<file path="src/rtl/puf_challenge_sequencer.sv">
// Challenge sequencer for the ring-oscillator PUF: walks N_BITS oscillator pairs,
// times clear/measure/hold per pair and assembles the synchronized response word.
module puf_challenge_sequencer #(
  parameter int unsigned N_BITS   = 8,
  parameter int unsigned WINDOW   = 4096,
  parameter int unsigned RST_CYC  = 4,
  parameter int unsigned HOLD_CYC = 4
) (
  input  logic                  i_clock,
  input  logic                  i_reset,
  input  logic                  i_start,
  input  logic [8*N_BITS-1:0]   i_challenge,
  input  logic                  i_puf_bit,
  output logic [3:0]            o_ro_select1,
  output logic [3:0]            o_ro_select2,
  output logic                  o_ro_enable,
  output logic                  o_ro_reset,
  output logic                  o_busy,
  output logic                  o_done,
  output logic [N_BITS-1:0]     o_response,
  output logic [N_BITS-1:0]     o_invalid_mask
);

  localparam int unsigned IdxW = (N_BITS > 1) ? $clog2(N_BITS) : 1;
  localparam int unsigned CntW = $clog2(WINDOW + RST_CYC + HOLD_CYC + 1);

  typedef enum logic [2:0] {
    StIdle, StLoad, StClear, StMeasure, StHold, StCapture, StFinish
  } state_e;

  state_e                r_state, w_state_next;
  logic [8*N_BITS-1:0]   r_chal;
  logic [IdxW-1:0]       r_idx;
  logic [CntW-1:0]       r_cnt;
  logic [3:0]            r_sel1, r_sel2;
  logic [N_BITS-1:0]     r_resp, r_mask;
  logic                  r_sync1, r_sync2;

  logic                  w_cnt_last;
  logic                  w_timed;
  logic                  w_last_pair;
  logic [8*N_BITS-1:0]   w_chal_shift;

  // The latched challenge shifts down one pair per step, so the current pair is always byte 0.
  assign w_chal_shift = r_chal >> 8;
  assign w_last_pair  = (r_idx == IdxW'(N_BITS - 1));
  assign w_timed      = (r_state == StClear) || (r_state == StMeasure) || (r_state == StHold);

  always_ff @(posedge i_clock or posedge i_reset) begin
    if (i_reset) begin
      r_state <= StIdle;
    end else begin
      r_state <= w_state_next;
    end
  end

  always_comb begin
    w_state_next = r_state;
    w_cnt_last   = 1'b0;
    o_ro_reset   = 1'b1;
    o_ro_enable  = 1'b0;
    o_busy       = 1'b1;
    o_done       = 1'b0;
    unique case (r_state)
      StIdle: begin
        o_busy = 1'b0;
        if (i_start) w_state_next = StLoad;
      end
      StLoad: w_state_next = (r_sel1 == r_sel2) ? StCapture : StClear;
      StClear: begin
        w_cnt_last = (r_cnt == CntW'(RST_CYC - 1));
        if (w_cnt_last) w_state_next = StMeasure;
      end
      StMeasure: begin
        o_ro_reset  = 1'b0;
        o_ro_enable = 1'b1;
        w_cnt_last  = (r_cnt == CntW'(WINDOW - 1));
        if (w_cnt_last) w_state_next = StHold;
      end
      StHold: begin
        o_ro_reset  = 1'b0;
        o_ro_enable = 1'b1;
        w_cnt_last  = (r_cnt == CntW'(HOLD_CYC - 1));
        if (w_cnt_last) w_state_next = StCapture;
      end
      StCapture: w_state_next = w_last_pair ? StFinish : StLoad;
      StFinish: begin
        o_done       = 1'b1;
        o_busy       = 1'b0;
        w_state_next = StIdle;
      end
      default: w_state_next = StIdle;
    endcase
  end

  always_ff @(posedge i_clock or posedge i_reset) begin
    if (i_reset) begin
      r_chal  <= '0;
      r_idx   <= '0;
      r_cnt   <= '0;
      r_sel1  <= '0;
      r_sel2  <= '0;
      r_resp  <= '0;
      r_mask  <= '0;
      r_sync1 <= 1'b0;
      r_sync2 <= 1'b0;
    end else begin
      r_sync1 <= i_puf_bit;
      r_sync2 <= r_sync1;
      r_cnt   <= (w_cnt_last || !w_timed) ? '0 : r_cnt + 1'b1;
      unique case (r_state)
        StIdle: begin
          if (i_start) begin
            r_chal <= i_challenge;
            r_sel1 <= i_challenge[3:0];
            r_sel2 <= i_challenge[7:4];
            r_idx  <= '0;
            r_resp <= '0;
            r_mask <= '0;
          end
        end
        StLoad: begin
          if (r_sel1 == r_sel2) begin
            r_mask[r_idx] <= 1'b1;
            r_resp[r_idx] <= 1'b0;
          end
        end
        // Counters have stopped by the last hold cycle; only the synchronized bit is used.
        StHold: begin
          if (w_cnt_last) r_resp[r_idx] <= r_sync2;
        end
        StCapture: begin
          if (!w_last_pair) begin
            r_idx  <= r_idx + 1'b1;
            r_chal <= w_chal_shift;
            r_sel1 <= w_chal_shift[3:0];
            r_sel2 <= w_chal_shift[7:4];
          end
        end
        default: ;
      endcase
    end
  end

  assign o_ro_select1   = r_sel1;
  assign o_ro_select2   = r_sel2;
  assign o_response     = r_resp;
  assign o_invalid_mask = r_mask;

endmodule

</file>
<file path="config.mk">
export PLATFORM = sky130hd
export DESIGN_NAME = puf_challenge_sequencer
export DESIGN_NICKNAME = d
export VERILOG_FILES = /design/src/rtl/puf_challenge_sequencer.sv
export SDC_FILE = /design/constraint.sdc
export NUM_CORES = 1
export LEC_CHECK = 0
export CAP_MARGIN = 10
export CORE_MARGIN = 2
export CORE_UTILIZATION = 40
export CTS_BUF_LIST = sky130_fd_sc_hd__clkbuf_2 sky130_fd_sc_hd__clkbuf_4 sky130_fd_sc_hd__clkbuf_8
export DETAILED_ROUTE_END_ITERATION = 8
export PLACE_DENSITY = 0.65
export SYNTH_ARGS = -nofsm -noshare
export SYNTH_HDL_FRONTEND = slang
export SYNTH_SLANG_ARGS = --single-unit
</file>
<file path="constraint.sdc">
create_clock -name i_clock -period 3.67 [get_ports i_clock]
set_clock_uncertainty 0.15 [all_clocks]
set_input_delay 0.367 -clock i_clock [delete_from_list [all_inputs] [get_ports i_clock]]
set_output_delay 0.367 -clock i_clock [all_outputs]
set_load 0.1 [all_outputs]
</file>
==> qor.txt, run 1 <==
Final GP Congestion: 0.8369
CTS-repair resized insts: 0
Synth Flop Type: dfrtp_1
Post-cts hold buffer count: 0
Post-CTS Setup Bufs: 0
Count of boundary I/O pins: 96
Type of the tightest min-delay check: register to register
Cell taking the most area after synthesis: dfrtp_1
Placed instance count: 728
Fraction of final layout cells sized beyond drive strength 1: 0.06424
Number of optimization iterations in the first detailed-route pass: 4
Unrepaired setup endpoints after global routing: false
Mean Syn Cell Area: 9.870 sq um
Nature of the critical path endpoint: register
Cell type of the slowest stage on the worst timing path: dfrtp_1
Slew margin rel.: 0.2978
Total inserted antenna cells: 0
Crit path arrival time: 2.65 ns
Number of synthesized register bits: 101
Post-layout nets: 642
Synthesized netlist cell count: 503
Cell variety after synth: 48
Final period util: 0.6995
Starting density of the core: 0.4116
Status: completed
Via total after detailed routing: 3,688
Root buf cell: clkbuf_8
Sequential fraction of the synthesis area: 0.5091
Antenna viol nets, final: 0
Number of buffers created by CTS: 9
Number of global-route vias before repair: 3,537
Post-synth EDFFs: 0
Post-layout power: 4299 uW
Synth Net Count: 574
Register cell area after layout: 2527 sq um
Final cell count without fillers: 744
P_leak: 0.002993 uW
Maximum Capacitance Violations: 0
Maximum vdd drop: 0.0004102 V
Achievable frequency: 389.5 MHz
Antenna violations before repair: 0
Total negative slack for setup checks: 0 ns
Final period demand of the worst path: 2.567 ns
Core footprint: 12,060 sq um
Source-to-sink clock delay at the later pin of the worst-skew pair: 0.37 ns
GRT Overall Usage: 0.1638
Area growth from synthesis to layout: 23.08%
Per-cell via count in the routed design: 4.957
Async S/R FF share, synth: 1.000
Die area: 13,320 sq um
Filler cells: 1,114
Sink count of the clock tree: 101
Combined area of all synthesized cells: 4965 sq um
Critical setup path kind: register to register
Post-route DRC: 0
Yosys top cell area share: 0.5091
Buffers and inverters on the worst path: 1
Detail Placement HPWL: 7176 microns
Data required, critical path: 3.75 ns
Longest individual stage delay on the worst path: 0.72 ns
Placed Instance Area: 5917 sq um
Startpoint type of the worst setup path: register
Quantity of I/O buffers inserted on ports: 95
Yosys warnings: 0
Wirelength, routed: 10,450 microns
Die Span Y: 115.4 microns
Total setup violations reported at the end of the flow: 0
Largest fanout of any net on the critical path: 111
Maximum root-to-sink buffer count: 2
Iteration-0 DRC count of the detailed router: 353
Total number of placement rows: 40
Leftover overflow at the end of global routing: 0
Global-route wire length before repair: 17,120 microns
Util after Layout: 0.5066
Largest cells by area after synthesis: dfrtp_1, mux2i_1, nand2_1, o21ai_0, nor2_1
CTS H-tree depth: 3
Clock transition at the registers of the reported paths: 0.09 ns
Die X: 115.4 microns
Cell family with the largest share of critical-path delay: simple AND/OR/NAND/NOR gates
Count of endpoints failing hold in the final timing report: 0
PwrDens: 703.4 nW/um^2
Worst-path cell chain: nor2_1 -> and3_1 -> nor2_4 -> buf_12 -> o21ai_0
Slew at the pin with the worst max-slew slack: 1.053 ns
Pins over their slew limit: 0
Detail-routed net length per standard cell: 14.04 microns
Multi-input gate area: 2145 sq um
Final cell area excluding filler cells: 6111 sq um
CTS tree: done
Maximum number of pins on one net before global-route repair: 112
==> cell usage in the layout (no fill, tap or decap), types with 2 or more instances in the layout <==
master / Yosys / layout
nand3b_1: 2 / 2
o22ai_1: 2 / 2
a21oi_1: 4 / 4
and3_1: 5 / 5
xor2_1: 2 / 2
o21ai_0: 62 / 62
o41ai_1: 2 / 2
nand3_1: 13 / 13
nand4_1: 2 / 2
buf_4: 18 / 7
inv_1: 13 / 12
ha_1: 3 / 3
xnor2_1: 13 / 13
clkinvlp_4: 0 / 2
a31oi_1: 9 / 9
clkdlybuf4s50_1: 0 / 91
nand2_1: 83 / 83
nor2_1: 41 / 41
nor3_1: 6 / 6
clkbuf_8: 0 / 12
mux2i_1: 57 / 57
nor4_1: 2 / 2
o31ai_1: 10 / 10
o21ai_1: 3 / 3
dfrtp_1: 101 / 101
o31a_1: 2 / 2
nand2b_1: 3 / 3
nand3_2: 2 / 2
==> cell usage after synthesis (all sizes together) (2+ instances only) <==
cell type / count
dfrtp: 101
nand2: 83
o21ai: 65
mux2i: 57
nor2: 42
buf: 31
nand3: 16
xnor2: 14
inv: 13
clkbuf: 11
o31ai: 10
a31oi: 9
nor3: 7
and3: 6
a21oi: 4
ha: 3
nand2b: 3
nor4: 3
nand3b: 2
nand4: 2
o22ai: 2
o31a: 2
o41ai: 2
xor2: 2
==> layer usage <==
metal | GRT usage | up-vias | wire, microns
li1 | - | 1863 | -
met2 | 0.2495 | 92 | 4768
met4 | 0.06667 | 0 | 193
met1 | 0.2346 | 1717 | 5082
met5 | 0 | - | 0
met3 | 0.02615 | 16 | 401
==> final cells by class <==
class	instances	share of cell area
repair buffers	99	0.1609
clock inverters	4	0.004709
well taps	168	0.03440
multi-input cells	347	0.3509
flip-flops and latches	101	0.4136
clock buffers	12	0.02703
inverters	13	0.008395
==> registers in the layout (all words and copies together), names as in the netlist <==
register	cells
r_idx	3
r_sync1	1
o_response	8
r_cnt	13
r_sync2	1
r_state	3
o_invalid_mask	8
r_chal	64
==> kinds of logic after synthesis <==
family,count (synthesis),share of synthesized area
adder cells (fa/ha/maj),3,0.007561
AO/OA/AOI/OAI,101,0.1174
XOR/XNOR,16,0.02974
flip-flops,101,0.5091
AND/OR/NAND/NOR,169,0.1600
multiplexers,58,0.1172
buffers and inverters,55,0.05897
==> worst paths after layout <==
| kind | depth (start not counted) | slack [ns] | end | startpoint |
|---|---|---|---|---|
| setup / recovery | 5 | 1.10 | r_chal[30]$_DFFE_PP0P_ | r_state[0]$_DFFE_PP0P_ |
| min in group asynchronous | 2 | 0.34 | r_chal[1]$_DFFE_PP0P_ | i_reset |
| max in group asynchronous | 3 | 2.22 | r_chal[19]$_DFFE_PP0P_ | i_reset |
| setup reg to reg | 5 | 1.10 | r_chal[30]$_DFFE_PP0P_ | r_state[0]$_DFFE_PP0P_ |
| hold / removal | 0 | 0.22 | r_sync2$_DFF_PP0_ | r_sync1$_DFF_PP0_ |
| hold reg to reg | 0 | 0.22 | r_sync2$_DFF_PP0_ | r_sync1$_DFF_PP0_ |
==> metrics by stage <==
step                      hold WS (ns)  setup slack (ns)
after floorplan                 0.1812            0.5059
after global routing            0.2316            0.8480
after global placement          0.1866             1.195
after detailed placement        0.2030             1.142
final                           0.2205             1.103
after CTS                       0.2205             1.119
==> power breakdown <==
part | switching (uW) | internal, uW
clock | 388 | 304
sequential | 275 | 1490
combinational | 1260 | 587
total | 1920 | 2380
No activity file was read; power rests on OpenSTA's default activity.
==> run 2: changes to the inputs <==
Settings changed: PLACE_DENSITY 0.65 to 0.68.
Clock period 3.67 ns to 2.15 ns, I/O delays scaled along.
==> qor.txt, run 2 (synthesis gave the netlist of run 1 again) <==
Global-route wire length before repair: 17,400 microns
Via total after detailed routing: 3,715
Maximum root-to-sink buffer count: 2
Area growth from synthesis to layout: 26.39%
Antenna violations before repair: 0
Combinational power share: 0.449
Startpoint type of the worst setup path: register
Total setup violations reported at the end of the flow: 0
Number of buffers created by CTS: 9
Root buf cell: clkbuf_8
Commonest non-fill, non-tap cells in the layout: dfrtp_1, nand2_1, clkdlybuf4s50_1, o21ai_0, mux2i_1
Data required, critical path: 2.25 ns
Detail-routed net length per standard cell: 13.86 microns
Final cell area excluding filler cells: 6275 sq um
Post-route DRC: 0
Final period demand of the worst path: 1.985 ns
Nature of the critical path endpoint: register
Quantity of I/O buffers inserted on ports: 95
Slew at the pin with the worst max-slew slack: 0.5614 ns
Longest individual stage delay on the worst path: 0.38 ns
Crit path arrival time: 2.09 ns
Critical setup path kind: register to register
Sw frac: 0.4431
Final period util: 0.9231
Per-cell via count in the routed design: 4.908
Sink count of the clock tree: 101
PwrDens: 1233 nW/um^2
Iteration-0 DRC count of the detailed router: 258
Post-layout nets: 655
Crit Reg-Reg Startpoint: r_cnt[0]$_DFF_PP0_
Placed instance count: 739
Largest Register: r_chal
Achievable frequency: 503.8 MHz
Part of the total power dissipated in the clock network: 0.167
Clock transition at the registers of the reported paths: 0.11 ns
GRT Overall Usage: 0.1633
Placed Instance Area: 6040 sq um
Die area: 13,320 sq um
Internal Power: 4309 uW
Cell type of the slowest stage on the worst timing path: dfrtp_1
Pins over their slew limit: 0
Count of endpoints failing hold in the final timing report: 0
Maximum vdd drop: 0.0006464 V
Worst-path cell chain: ha_1 -> nor4b_2 -> nand3_1 -> a21o_1 -> o31ai_1 -> o21ai_0
Wirelength, routed: 10,490 microns
P_leak: 0.003139 uW
Number of optimization iterations in the first detailed-route pass: 4
Cell family with the largest share of critical-path delay: compound AO/OA/AOI/OAI gates
Buffers and inverters on the worst path: 0
Antenna viol nets, final: 0
CTS H-tree depth: 3
Post-cts hold buffer count: 0
Final GP Congestion: 0.8382
Core footprint: 12,060 sq um
Starting density of the core: 0.4116
Switching pwr: 3428 uW
Final cell count without fillers: 757
Total number of placement rows: 40
Most common library cell in the layout ignoring fill and taps: dfrtp_1
First element of the critical path: r_cnt[0]$_DFF_PP0_
Leftover overflow at the end of global routing: 0
Source-to-sink clock delay at the later pin of the worst-skew pair: 0.37 ns
Sequential group share of total power: 0.384
Unrepaired setup endpoints after global routing: false
Filler cells: 1,095
Total negative slack for setup checks: 0 ns
Number of global-route vias before repair: 3,605
Maximum number of pins on one net before global-route repair: 102
Detail Placement HPWL: 7426 microns
Maximum Capacitance Violations: 0
Slew margin rel.: 0.6258
Largest fanout of any net on the critical path: 8
Type of the tightest min-delay check: input pin to asynchronous set/reset pin
CTS tree: done
Count of boundary I/O pins: 96
Die Span Y: 115.4 microns
Fraction of final layout cells sized beyond drive strength 1: 0.1358
Die X: 115.4 microns
Largest registers in the final layout: r_chal: 64 flops, r_cnt: 13 flops
Flip-flop count of the largest register after layout: 64
Total inserted antenna cells: 0
Status: completed
==> run 2: worst paths after layout <==
check                                                endpoint  slack, ns  cells after the start
worst min-delay path            o_invalid_mask[6]$_DFFE_PP0P_       0.13                      3
worst max-delay path                o_response[1]$_DFFE_PP0P_       0.17                      6
worst max register to register      o_response[1]$_DFFE_PP0P_       0.17                      6
worst min register to register              r_sync2$_DFF_PP0_       0.23                      0
min in group i_clock                        r_sync1$_DFF_PP0_       0.13                      1
max in group asynchronous              r_state[2]$_DFFE_PP0P_       1.21                      3
==> run 2: metal layers <==
layer,share of wire,up-vias,global-route usage
met1,0.47,1746,0.2260
met5,0,-,0
met2,0.47,76,0.2593
li1,-,1880,-
met3,0.041,13,0.03556
met4,0.016,0,0.04900
==> run 2: worst register-to-register path, delay by kind of cell, from the launching register on <==
family,cells,cell delay [ns]
adders and majority gates,1,0.21
AOI/OAI and AO/OA,3,0.73
DFF,1,0.38
and+or+nand+nor,2,0.42
==> run 2: what timing repair did <==
action,CTS,global route
endpoints found under the setup margin,1,1
buffers inserted,0,2
resized for setup,1,3
cloned,0,0
==> run 2: final cells by class <==
type                    count  area, sq um  share of cell area
clock buffers               9        123.9             0.01974
clock inverters             7        90.09             0.01436
inverters                  13        56.30            0.008973
multi-input cells         347         2155              0.3434
flip-flops and latches    101         2531              0.4034
well taps                 168        210.2             0.03350
repair buffers            112         1109              0.1767
==> run 2: stage by stage <==
step           hold WS, ns  utilization  total power, uW  worst slack, ns
2_1_floorplan      0.09643            -             5678           0.1074
3_3_place_gp        0.1887       0.5007             6370           0.2281
3_5_place_dp        0.2117       0.5007             6495           0.1424
4_1_cts             0.1111       0.5186             7786          0.03082
5_1_grt             0.1257       0.5202             8256          0.01681
6_report            0.1287       0.5202             7737           0.1653
==> run 2: power by group through the flow <==
stage	logic (uW)	registers, uW	clock network [uW]
finish	3480	2970	1290
global route	3790	3060	1400
CTS	3480	2980	1330
detailed placement	3470	3020	0
global placement	3390	2980	0
floorplan	2670	3010	0
